==> src/rtl/des_pkg.sv <==
// des_pkg: shared constants and types for the DES key schedule blocks.
//
// Bit-index convention: index i of any vector carries DES bit i+1.
// DES tables are 1-based and count from the MSB of the printed hex string.
// So DES bit n of a 64-bit key lives at key_in[n-1]. C occupies cd[27:0] and
// D occupies cd[55:28], which means DES bit p of C||D is cd[p-1].
//
// Contents:
//   PC1     : 56-entry permuted choice 1 (C bits 1..28, then D bits 1..28)
//   PC2     : 48-entry permuted choice 2 over C||D
//   ROT_DEC : right-rotate amounts for the decrypt walk. This is the encrypt
//             left-shift schedule for rounds 16 down to 2.
//   sched_state_e : schedule controller states
//   ror1    : rotate a 28-bit half right by one position
package des_pkg;

    typedef enum logic {
        IDLE = 1'b0,
        EMIT = 1'b1
    } sched_state_e;

    localparam int unsigned PC1 [56] = '{
        57, 49, 41, 33, 25, 17,  9,
         1, 58, 50, 42, 34, 26, 18,
        10,  2, 59, 51, 43, 35, 27,
        19, 11,  3, 60, 52, 44, 36,
        63, 55, 47, 39, 31, 23, 15,
         7, 62, 54, 46, 38, 30, 22,
        14,  6, 61, 53, 45, 37, 29,
        21, 13,  5, 28, 20, 12,  4
    };

    localparam int unsigned PC2 [48] = '{
        14, 17, 11, 24,  1,  5,
         3, 28, 15,  6, 21, 10,
        23, 19, 12,  4, 26,  8,
        16,  7, 27, 20, 13,  2,
        41, 52, 31, 37, 47, 55,
        30, 40, 51, 45, 33, 48,
        44, 49, 39, 56, 34, 53,
        46, 42, 50, 36, 29, 32
    };

    localparam logic [1:0] ROT_DEC [15] = '{
        2'd1, 2'd2, 2'd2, 2'd2, 2'd2, 2'd2, 2'd2, 2'd1,
        2'd2, 2'd2, 2'd2, 2'd2, 2'd2, 2'd2, 2'd1
    };

    // Right rotate by one in index terms: new[i+1] = old[i], new[0] = old[27].
    function automatic logic [27:0] ror1(input logic [27:0] v);
        return {v[26:0], v[27]};
    endfunction

endpackage

==> src/rtl/des_key_schedule_dec_pc2.sv <==
// des_pc2: fixed PC-2 permutation, 56-bit C||D in, 48-bit subkey out.
// This block is purely combinational. It is shared with the encrypt schedule.
//
// Ports:
//   cd_in  [55:0] : C in [27:0], D in [55:28] (index i = DES bit i+1)
//   k_out  [47:0] : subkey (index i = DES bit i+1)
module des_pc2
    import des_pkg::*;
(
    input  logic [55:0] cd_in,
    output logic [47:0] k_out
);

    generate
        for (genvar gi = 0; gi < 48; gi++) begin : g_pc2
            assign k_out[gi] = cd_in[PC2[gi] - 1];
        end
    endgenerate

endmodule

==> src/rtl/des_key_schedule_dec.sv <==
// des_key_schedule_dec: iterative DES key schedule for decryption.
// The block loads a key, applies PC-1, and hands out subkeys K16 down to K1,
// one per valid/ack handshake. C and D rotate right between subkeys.
//
// Ports:
//   clk, rst        : clock and synchronous active-high reset
//   load, key_in    : key load request and 64-bit key (index i = DES bit i+1)
//   busy            : high while a schedule is being emitted
//   subkey          : current 48-bit subkey, forced to 0 when not valid
//   subkey_valid    : subkey is presented
//   subkey_ack      : consumer accepts the presented subkey
//   round_num       : DES round of the presented subkey minus 1 (15..0)
//   done            : one-cycle pulse after K1 is accepted
//   key_parity_err  : a loaded key byte had even parity (sticky until next load)
module des_key_schedule_dec
    import des_pkg::*;
#(
    parameter bit PARITY_CHECK = 1'b0
) (
    input  logic        clk,
    input  logic        rst,
    input  logic        load,
    input  logic [63:0] key_in,
    output logic        busy,
    output logic [47:0] subkey,
    output logic        subkey_valid,
    input  logic        subkey_ack,
    output logic [3:0]  round_num,
    output logic        done,
    output logic        key_parity_err
);

    sched_state_e state_q, state_d;
    logic [27:0]  c_q, c_d;
    logic [27:0]  d_q, d_d;
    logic [3:0]   count_q, count_d;
    logic         done_q, done_d;
    logic         perr_q, perr_d;

    logic [55:0]  pc1_key;
    logic [7:0]   byte_even;
    logic [47:0]  pc2_out;
    logic         emit;

    // PC-1 is used only at load, so it stays inline as plain wiring.
    generate
        for (genvar gi = 0; gi < 56; gi++) begin : g_pc1
            assign pc1_key[gi] = key_in[PC1[gi] - 1];
        end
        // Each DES byte should have odd parity. An XNOR-reduce of 1 flags a bad byte.
        for (genvar gi = 0; gi < 8; gi++) begin : g_parity
            assign byte_even[gi] = ~^key_in[8*gi+7 -: 8];
        end
    endgenerate

    // The first subkey emitted is K16, which uses C0/D0 directly.
    // That works because the full 28 encrypt rotations return C16 = C0.
    always_comb begin
        state_d = state_q;
        c_d     = c_q;
        d_d     = d_q;
        count_d = count_q;
        done_d  = 1'b0;
        perr_d  = perr_q;
        case (state_q)
            IDLE: begin
                if (load) begin
                    c_d     = pc1_key[27:0];
                    d_d     = pc1_key[55:28];
                    count_d = 4'd0;
                    perr_d  = PARITY_CHECK ? (|byte_even) : 1'b0;
                    state_d = EMIT;
                end
            end
            EMIT: begin
                // A load request here is ignored, including one that arrives
                // in the same cycle as the final ack.
                if (subkey_ack) begin
                    if (count_q == 4'd15) begin
                        state_d = IDLE;
                        done_d  = 1'b1;
                    end else begin
                        if (ROT_DEC[count_q] == 2'd2) begin
                            c_d = ror1(ror1(c_q));
                            d_d = ror1(ror1(d_q));
                        end else begin
                            c_d = ror1(c_q);
                            d_d = ror1(d_q);
                        end
                        count_d = count_q + 4'd1;
                    end
                end
            end
            default: state_d = IDLE;
        endcase
    end

    always_ff @(posedge clk) begin
        if (rst) begin
            state_q <= IDLE;
            c_q     <= '0;
            d_q     <= '0;
            count_q <= '0;
            done_q  <= 1'b0;
            perr_q  <= 1'b0;
        end else begin
            state_q <= state_d;
            c_q     <= c_d;
            d_q     <= d_d;
            count_q <= count_d;
            done_q  <= done_d;
            perr_q  <= perr_d;
        end
    end

    des_pc2 u_pc2 (
        .cd_in ( 56'({d_q, c_q})),
        .k_out (pc2_out)
    );

    assign emit           = (state_q == EMIT);
    assign busy           = emit;
    assign subkey_valid   = emit;
    assign subkey         = emit ? pc2_out : 48'd0;
    assign round_num      = emit ? (4'd15 - count_q) : 4'd0;
    assign done           = done_q;
    assign key_parity_err = perr_q;

endmodule

==> config.mk <==
export PLATFORM = sky130hd
export DESIGN_NAME = des_key_schedule_dec
export DESIGN_NICKNAME = d
export VERILOG_FILES = /design/src/rtl/des_pkg.sv /design/src/rtl/des_key_schedule_dec_pc2.sv /design/src/rtl/des_key_schedule_dec.sv
export SDC_FILE = /design/constraint.sdc
export NUM_CORES = 1
export LEC_CHECK = 0
export CORE_MARGIN = 3
export CORE_UTILIZATION = 49
export CTS_BUF_LIST = sky130_fd_sc_hd__clkbuf_2
export DETAILED_ROUTE_END_ITERATION = 8
export MAX_ROUTING_LAYER = met4
export PLACE_DENSITY_LB_ADDON = 0.2
export SLEW_MARGIN = 0
export SYNTH_ARGS = -nofsm -noshare
export SYNTH_HDL_FRONTEND = slang
export SYNTH_SLANG_ARGS = --single-unit
export TNS_END_PERCENT = 10
==> constraint.sdc <==
create_clock -name clk -period 5.65 [get_ports clk]
set_input_delay 0.565 -clock clk [delete_from_list [all_inputs] [get_ports clk]]
set_output_delay 0.565 -clock clk [all_outputs]
set_load 0.01 [all_outputs]
* Word-level counts from Yosys, hierarchy flattened
Memory sizes are Yosys's and may differ from the RTL's. Cells that the tools add are included.
Cells by class: shift-type cells 0, reductions and logical operators 2, $add $sub $neg 2, multipliers 0, muxes and demuxes 23, equal/unequal tests 5, $lt $le $gt $ge 1, div/mod/pow operators 0, bitwise logic cells 3
Operator list (count):
- two-way mux 28 bit | 8
- case mux 28 bit (2 select lines) | 2
- two-way mux 48 bit | 1
- two-way mux 4 bit | 4
- case mux 4 bit (2 select lines) | 1
- != test 2 bit, second input constant | 3
- >= comparator 5 bit, second input constant | 1
- inverter 4 -> 5 bit | 1
- adder 4 x 1 -> 4 bit, second input constant | 1
- == test 4 bit, second input constant | 1
- two-way mux 1 bit | 4
- two-way mux 2 bit | 2
- subtractor 4 bit, first input constant | 1
- AND reduction 3 bit | 1
- OR reduction 3 bit | 1
- == test 2 bit, second input constant | 1
- inverter 1 bit | 2
- case mux 1 bit (2 select lines) | 1
Storage, ports and cells: bits in latches 0, register bits 62, output and inout port bits 56, word-level logic and storage cells 42, memory bits (writable) 0, memories kept 1, memory bits (read-only) 32
Memories:
- (name not given) | depth 16, bits a word 2, read ports 1, clocked after memory_dff 0, wr ports 0, line des_key_schedule_dec.sv:83 | if (ROT_DEC[count_q] == 2'd2) begin

* Depth between registers and ports, before layout
Gate-level depths: netlist of run 1.
word-level depth 9, mapped depth 8

* Cells and area by module
From an unflattened synthesis of run 1, not the netlist that was laid out.
Second synthesis, totals: cell total of the unflattened synthesis 466, area, all modules 3748.6 um^2
Modules (own cells, without submodules):
- des_key_schedule_dec | area each 3388.2 um^2, sequential area each 1241.2 um^2, cells an instance 418, instances 1
- des_pc2 | area each 360.3 um^2, sequential area each 0.0 um^2, cells an instance 48, instances 1

* Worst setup path after synthesis of run 1
Ideal clock, no wire load.
path type flip-flop to flip-flop, start reg count_q[0], end reg c_q[0], slack 3.748 ns, data required time 5.591 ns, stages on the path, launching flop included 7, path buffers 2, data arrival time 1.843 ns, cells stage by stage dfxtp_1 ha_1 and3_1 buf_2 nor4_2 buf_4 a221o_1
On the way: longest elaborated chain between the ends 9, elaborated cells on any way between the ends 12, those cells by class eq/ne: 3; mux: 6; bitwise: 1; reduce/logical: 1; memory: 1
Ends and longest elaborated chain:
- start, declared | line des_key_schedule_dec.sv:36 | logic [3:0] count_q, count_d;
- start signal, assigned | line des_key_schedule_dec.sv:110 | count_q <= count_d;
- inverter 4 -> 5 bit (not written as such) | line des_key_schedule_dec.sv:83
- memory (16 x 2 bit)
- two-way mux 2 bit (not written as such) (2 in series) | line des_key_schedule_dec.sv:83
- == test 2 bit | line des_key_schedule_dec.sv:83
- two-way mux 28 bit | line des_key_schedule_dec.sv:83
- two-way mux 28 bit | line des_key_schedule_dec.sv:79 | if (count_q == 4'd15) begin
- two-way mux 28 bit | line des_key_schedule_dec.sv:78 | if (subkey_ack) begin
- case mux 28 bit (2 select lines) | line des_key_schedule_dec.sv:65 | case (state_q)
- end signal, assigned | line des_key_schedule_dec.sv:101 | c_q <= '0;
- end signal, assigned | line des_key_schedule_dec.sv:108 | c_q <= c_d;
- end, declared | line des_key_schedule_dec.sv:34 | logic [27:0] c_q, c_d;
Parallel ways exist; a longest one is shown, timed or not. The select of a mux whose other input is x is not followed. A chain may end at the register's enable or synchronous reset.

* Worst setup path in the final report of run 1
start reg state_q (netlist: busy), end out round_num[2]
On the way: longest elaborated chain between the ends 1
Ends and longest elaborated chain:
- start, declared | line des_key_schedule_dec.sv:33 | sched_state_e state_q, state_d;
- start signal, assigned | line des_key_schedule_dec.sv:107 | state_q <= state_d;
- two-way mux 4 bit | line des_key_schedule_dec.sv:125 | assign round_num = emit ? (4'd15 - count_q) : 4'd0;
- end, declared | line des_key_schedule_dec.sv:28 | output logic [3:0] round_num,
No other way between the ends.

==> results of run 1 <==
==> worst reg2reg max path: cells and delay by family (launching register included) <==
family	cells	cell delay, ns
AOI/OAI and AO/OA	3	0.96
adders and majority gates	1	0.26
buffers and inverters	1	0.44
DFF	1	0.39
and+or+nand+nor	1	0.33
==> cell usage after synthesis <==
library cell  instances
nor4b_2               1
buf_1                 1
dfxtp_1              62
nor2b_1               5
clkbuf_1             23
inv_1                 2
or2_0                 1
o22ai_1               1
a21oi_1              56
nor3_1                5
o221ai_1              1
a32oi_2               1
buf_2                 3
a221o_1              55
and2_1               48
conb_1                1
nand2b_1              2
or3_1                 2
ha_1                  4
a2bb2oi_1             1
o21bai_1              1
nor2_1                5
nand2_1             114
mux2i_1               1
nor3b_1               1
buf_4                14
nand3_1               3
nor4_2                1
xnor2_1               2
and3_1                1
==> kinds of logic (layout without fill, tap and decap cells) <==
kind of cell,Yosys count,in the layout,share of synthesized area [%]
other cells,1,1,0.113
mux,1,1,0.302
buf+inv,43,138,6.58
compound gates,116,116,26.5
simple gates,189,189,26.9
fa+ha+maj,4,4,1.51
xor+xnor,2,2,0.529
flops,62,62,37.5
==> layer usage <==
metal  GRT usage, %  part of all wire (%)
met1           31.6                    43
met2           38.0                    48
met3           7.53                   7.7
met4           7.55                   1.0
met5              -                     0
==> power breakdown <==
part | total (mW) | internal [mW] | switching (mW)
logic | 0.180 | 0.0974 | 0.0828
registers | 0.490 | 0.463 | 0.0261
clock network | 0.209 | 0.0503 | 0.158
total | 0.878 | 0.611 | 0.267
==> worst min path at each step <==
stage,to,slack [ns],cells after the start
floorplan,d_q[8],0.48,2
global placement,d_q[11],0.49,1
detailed placement,c_q[23],0.50,1
CTS,c_q[19],0.54,1
global route,c_q[19],0.56,1
finish,c_q[23],0.53,1
==> cell type report <==
| class | instances | share of cell area [%] |
|---|---|---|
| well taps | 77 | 2.14 |
| flip-flops and latches | 62 | 27.6 |
| clock inverters | 6 | 0.667 |
| multi-input cells | 313 | 42.0 |
| inverters | 2 | 0.167 |
| repair buffers | 121 | 26.5 |
| clock buffers | 9 | 1.00 |
==> stage by stage <==
stage                     std cells  setup slack (ns)  utilization (%)  cell area, um2
after floorplan                 418              3.75                -            3310
after global placement          575              2.87             68.6            4430
after detailed placement        575              2.83             68.6            4430
after CTS                       590              2.98             69.7            4500
after global routing            590              2.82             69.7            4500
final                           590              3.05             69.7            4500
==> flip-flops by register name, indices dropped and copies added (netlist names) <==
signal	cells
busy	1
c_q	28
count_q	4
d_q	28
done	1
==> metrics.md, run 1 <==
| Metric | Value |
|---|---|
| Outcome | `finished clean` |
| Total power of the final layout | `0.878 mW` |
| CTS sink cnt | `slightly above 60` |
| Register area | `1240 um2` |
| Vias in the first global route | `3199` |
| Fin Hold WS | `roughly 0.53 ns` |
| DRT Wirelength | `9180 um` |
| Number of nets in the final layout | `~580` |
| Die outline height | `approximately 88 um` |
| Clk Latency, worst-skew pair | `around 0.47 ns` |
| Reg2reg setup slack | `between 3 and 4 ns` |
| Buf+Inv Stages, Crit Path | `2` |
| Critical Path, Cell by Cell | `buf_4, nor2b_1, clkdlybuf4s50_1` |
| Worst Path Class, Setup | `register to output port` |
| Worst slew pin tran | `between 1 and 1.5 ns` |
| Max-cap violations | `0` |
| Worst Path Arrival | `2.03 ns` |
| Worst Setup End Kind | `output port` |
| Max clock buf depth | `2` |
| Post-route DRC violation count | `0` |
| Worst-case reg-to-reg path depth | `6` |
| Netlist area before placement | `about 3300 um2` |
| Yosys cell types | `30` |
| Average detailed-routed wire length per instance | `15.6 um` |
| Count of warnings emitted by yosys | `0` |
| Leading cell types in the layout, fill and taps excluded | `114 x nand2_1, 114 x clkdlybuf4s50_1, 62 x dfxtp_1` |
| CP Data Required Time | `5.09 ns` |
| FF+latch count, synth | `a little over 60` |
| Number of DRC markers after the initial detailed-route iteration | `roughly 250` |
| Crit path max fanout | `57` |
| Worst vdd rail ir drop | `around 0.19 mV` |
| Root buffer selected by CTS | `clkbuf_2` |
| Seq/Total Area, Yosys | `37.5%` |
| DR vias/cell | `5.71` |
| Resized cells post-CTS | `0` |
| Crit. path cell count | `3` |
| Number of filler cells placed in the layout | `534` |
| Post-route minimum period | `2.60 ns` |
| RePlAce Congestion | `around 0.83` |
| Share of Yosys cell area claimed by the top area cell type | `37.5%` |
| Clock-pin transition on the worst setup and hold timing paths | `0.18 ns` |
| Slowest cell on the critical path | `clkdlybuf4s50_1` |
| Kind of cell with the highest combined delay on the critical path | `buffers and inverters` |
| Die area | `~8000 um2` |
| Final total negative setup slack | `0 ns` |
| Initial antenna violation count | `0` |
| Largest stage delay on the critical path | `about 0.56 ns` |
| Die extent in x | `just under 90 um` |
| Area of the core region | `6460 um2` |
| Cell taking the most area after synthesis | `dfxtp_1` |
| Hold path startpoint | `c_q[21]` |
| Hold bufs inserted after CTS | `0` |
| Number of standard cells after synthesis | `418` |
| Count of input and output buffers | `approximately 110` |
| Crit path capture | `round_num[2]` |
| Total CTS buffers | `9` |
| Placed wire-length estimate after detailed placement | `around 6000 um` |
| Skew final | `0.0191 ns` |
| Period Utilization, post-route | `45.9%` |
| Kind of start point of the critical path | `register` |
| Reg-to-reg critical path startpoint | `count_q[0]` |
| Gr usage total | `24.9%` |
| P&R area growth vs syn | `36.1%` |
| Num ports | `124` |
| Final setup violating endpoints | `0` |
| Setup bufs post-CTS | `0` |
| CTS tree | `yes` |
| Number of standard-cell rows in the floorplan | `29` |
| Setup repair after global routing missed its margin | `false` |
| Pin count of the biggest net entering global routing | `61` |
| Power per cell area | `slightly below 200 nW/um2` |
| Max frequency | `roughly 390 MHz` |
| Ratio of cells with drive above 1 in the final layout | `5.07%` |
| Area of the multi-input gates | `1890 um2` |
| Synthesized Nets | `490` |
| Cell leakage power | `1.66 nW` |
| Hold/Removal Path Class | `register to register` |
| Residual overflow from global routing | `0` |
| Antenna Diode Count | `0` |
| Main area contributors after synthesis | `dfxtp_1 38%, a221o_1 17%, nand2_1 13%` |
| Detailed-router iteration count before antenna repair | `5` |
| DRT antenna net count | `0` |
| Worst slew margin relative to its limit | `26.0%` |
| Startpoint of the worst setup timing path | `busy` |
| Routed via count | `3371` |
| Reg-to-reg critical path endpoint | `d_q[15]` |
| Mean instance size in the synthesized netlist | `7.92 um2` |
| Count of H-tree levels built during CTS | `3` |
| Global-route wire length before repair | `roughly 15000 um` |
| Slew Limit Fails | `0` |
| Count of final hold-check violations | `0` |
| Initial cell density of the core | `just over 50%` |
Power figures use the tool's default switching activity.
==> run 2: changes to the inputs <==
--- a/config.mk
+++ b/config.mk
@@ -6,7 +6,7 @@
 export NUM_CORES = 1
 export LEC_CHECK = 0
 export CORE_MARGIN = 3
-export CORE_UTILIZATION = 49
+export CORE_UTILIZATION = 41
 export CTS_BUF_LIST = sky130_fd_sc_hd__clkbuf_2
 export DETAILED_ROUTE_END_ITERATION = 8
 export MAX_ROUTING_LAYER = met4
==> constraint.sdc (replaced) <==
create_clock -name clk -period 2.2 [get_ports clk]
set_input_delay 0.22 -clock clk [delete_from_list [all_inputs] [get_ports clk]]
set_output_delay 0.22 -clock clk [all_outputs]
set_load 0.01 [all_outputs]
==> run 2 against run 1 <==
Against the previous run: global-route usage fell by 3.5 points; routed wire length rose by 4.2%; clock power rose to 2.6 times the previous value; combinational power rose to 2.7 times the previous value; critical path type is now register to register; largest cell class unchanged.
==> metrics.md, run 2 (synthesis results as in run 1) <==
| Metric | Value |
|---|---|
| Fin Hold WS | `0.434 ns (-0.0928 ns)` |
| Critical Path, Cell by Cell | `ha_1, or3_4, a32oi_4, nor4b_4, buf_6, buf_12, a221o_1` |
| Slew Limit Fails | `0 (unchanged)` |
| Reg-to-reg critical path endpoint | `d_q[1]` |
| Skew final | `0.0310 ns (+0.0118 ns)` |
| Global-route wire length before repair | `15100 um (+1.0%)` |
| Detailed-router iteration count before antenna repair | `5 (unchanged)` |
| CP Data Required Time | `2.63 ns (-2.46 ns)` |
| Period Utilization, post-route | `95.6%` |
| Setup repair after global routing missed its margin | `false` |
| Reg2reg setup slack | `0.1 ns (-3.07 ns)` |
| Power per cell area | `484 nW/um2 (+150%)` |
| Count of final hold-check violations | `0 (unchanged)` |
| Area of the multi-input gates | `1910 um2 (+0.86%)` |
| Num ports | `124 (unchanged)` |
| Number of standard-cell rows in the floorplan | `32 (+10%)` |
| CTS tree | `yes` |
| P&R area growth vs syn | `43.3%` |
| Final setup violating endpoints | `0 (unchanged)` |
| Slowest cell on the critical path | `dfxtp_2` |
| Largest stage delay on the critical path | `0.38 ns (-0.18 ns)` |
| Clock-pin transition on the worst setup and hold timing paths | `0.17 ns (about the same)` |
| Met3 wire length | `639 um (-10%)` |
| Number of filler cells placed in the layout | `723 (+35%)` |
| Max frequency | `475 MHz` |
| Kind of start point of the critical path | `register` |
| Placed wire-length estimate after detailed placement | `6380 um (+7.5%)` |
| Hold/Removal Path Class | `input pin to register` |
| Max-cap violations | `0 (unchanged)` |
| Ratio of cells with drive above 1 in the final layout | `8.17% (+3.1 points)` |
| Final Instance Area | `4740 um2 (+5.3%)` |
| Worst Setup End Kind | `register` |
| Worst vdd rail ir drop | `0.314 mV (+66%)` |
| Die outline height | `95.8 um (+8.7%)` |
| Antenna Diode Count | `0 (unchanged)` |
| Highest Signal Layer | `met4` |
| Count of H-tree levels built during CTS | `3 (unchanged)` |
| Count of input and output buffers | `114 (unchanged)` |
| Residual overflow from global routing | `0 (unchanged)` |
| Register area | `1250 um2 (+0.50%)` |
| Total CTS buffers | `9 (unchanged)` |
| Number of nets in the final layout | `594 (+2.2%)` |
| CTS sink cnt | `62 (unchanged)` |
| Vias in the first global route | `3117 (-2.6%)` |
| Clk Latency, worst-skew pair | `0.50 ns (+0.03 ns)` |
| Routed wire length on met2 | `4500 um (+1.2%)` |
| Worst Path Arrival | `2.53 ns (+0.50 ns)` |
| Initial antenna violation count | `0 (unchanged)` |
| Total power of the final layout | `2.30 mW (+160%)` |
| Placed instance area | `4580 um2 (+3.5%)` |
| Post-route minimum period | `about 2.1 ns` |
| Number of DRC markers after the initial detailed-route iteration | `201 (-21%)` |
| Final total negative setup slack | `0 ns (unchanged)` |
| Pin count of the biggest net entering global routing | `48 (-21%)` |
| Average detailed-routed wire length per instance | `15.2 um (-2.1%)` |
| Root buffer selected by CTS | `clkbuf_2` |
| Gr usage total | `21.3% (-3.5 points)` |
| Cell leakage power | `1.75 nW (+5.5%)` |
| Crit path capture | `d_q[1]` |
| Routed via count | `3427 (+1.7%)` |
| Metal1 wirelength | `4310 um (+9.8%)` |
| Die extent in x | `95.8 um (+8.7%)` |
| DRT antenna net count | `0 (unchanged)` |
| Worst Path Class, Setup | `register to register` |
| Outcome | `finished clean` |
| Registers with the most flip-flops | `c_q x28, d_q x28, count_q x4` |
| Leading cell types in the layout, fill and taps excluded | `114 x nand2_1, 114 x clkdlybuf4s50_1, 59 x dfxtp_1` |
| DRT Wirelength | `9570 um (+4.2%)` |
| Hold bufs inserted after CTS | `0 (unchanged)` |
| Post-route DRC violation count | `0 (unchanged)` |
| Initial cell density of the core | `42.6% (-8.6 points)` |
| Worst-case reg-to-reg path depth | `7 (+1)` |
| RePlAce Congestion | `0.801 (-3.9%)` |
| Crit path max fanout | `23 (-60%)` |
| Die area | `9190 um2 (+18%)` |
| DR vias/cell | `5.46 (-4.5%)` |
| Max clock buf depth | `2 (unchanged)` |
| Final Util | `61.1% (-8.7 points)` |
| Startpoint of the worst setup timing path | `count_q[0]` |
| Area of the core region | `7770 um2 (+20%)` |
| Reg-to-reg critical path startpoint | `count_q[0]` |
[run 2: cell types whose count changed in the layout (fill, tap and decap cells not counted)]
cell / change
dfxtp_1: -3
a32oi_2: -1
or3_1: -1
buf_6: +2
clkbuf_16: +1
or3_4: +1
dfxtp_2: +2
buf_12: +5
buf_4: +5
dfxtp_4: +1
a32oi_4: +1
[run 2: final cells by class]
type | instances | area share [%]
flip-flops and latches | 62 | 26.3
clock inverters | 6 | 0.633
multi-input cells | 313 | 40.2
inverters | 2 | 0.158
repair buffers | 134 | 29.1
well taps | 102 | 2.69
clock buffers | 9 | 0.950
[run 2: worst max-delay path, delay by kind of cell, from the launching register on]
family / cells / cell delay, ns
AO/OA/AOI/OAI: 2 / 0.48
AND/OR/NAND/NOR: 2 / 0.61
flip-flops: 1 / 0.38
adder cells (fa/ha/maj): 1 / 0.23
buffers and inverters: 2 / 0.33
[run 2: worst min-delay path by stage]
stage / endpoint / slack (ns) / startpoint / depth (start not counted)
2_1_floorplan: busy / 0.37 / load / 2
3_3_place_gp: c_q[19] / 0.49 / c_q[17] / 1
3_5_place_dp: d_q[11] / 0.50 / d_q[9] / 1
4_1_cts: d_q[8] / 0.38 / key_in[61] / 3
5_1_grt: d_q[8] / 0.39 / key_in[61] / 3
6_report: d_q[8] / 0.43 / key_in[61] / 3
[run 2: through the flow]
stage,setup slack [ns],instances
3_5_place_dp,0.0382,608
5_1_grt,0.00692,628
4_1_cts,-0.00397,623
6_report,0.0962,628
2_1_floorplan,0.298,418
3_3_place_gp,0.101,608
[run 2: repair_timing]
item / 4_1_cts / 5_1_grt
cloned: 0 / 1
pin swaps: 0 / 1
buffers inserted: 0 / 4
setup endpoints to repair: 55 / 78
resized for setup: 2 / 5
[run 2: layer usage]
layer / vias to the layer above / track usage (%)
met3: 11 / 5.39
met4: 0 / 5.81
met1: 1612 / 28.0
li1: 1677 / -
met5: - / -
met2: 127 / 32.7
[run 2: power breakdown]
| group | switching, mW | internal (mW) |
|---|---|---|
| Combinational | 0.216 | 0.275 |
| Clock | 0.414 | 0.129 |
| Sequential | 0.0710 | 1.19 |
| Total | 0.701 | 1.59 |
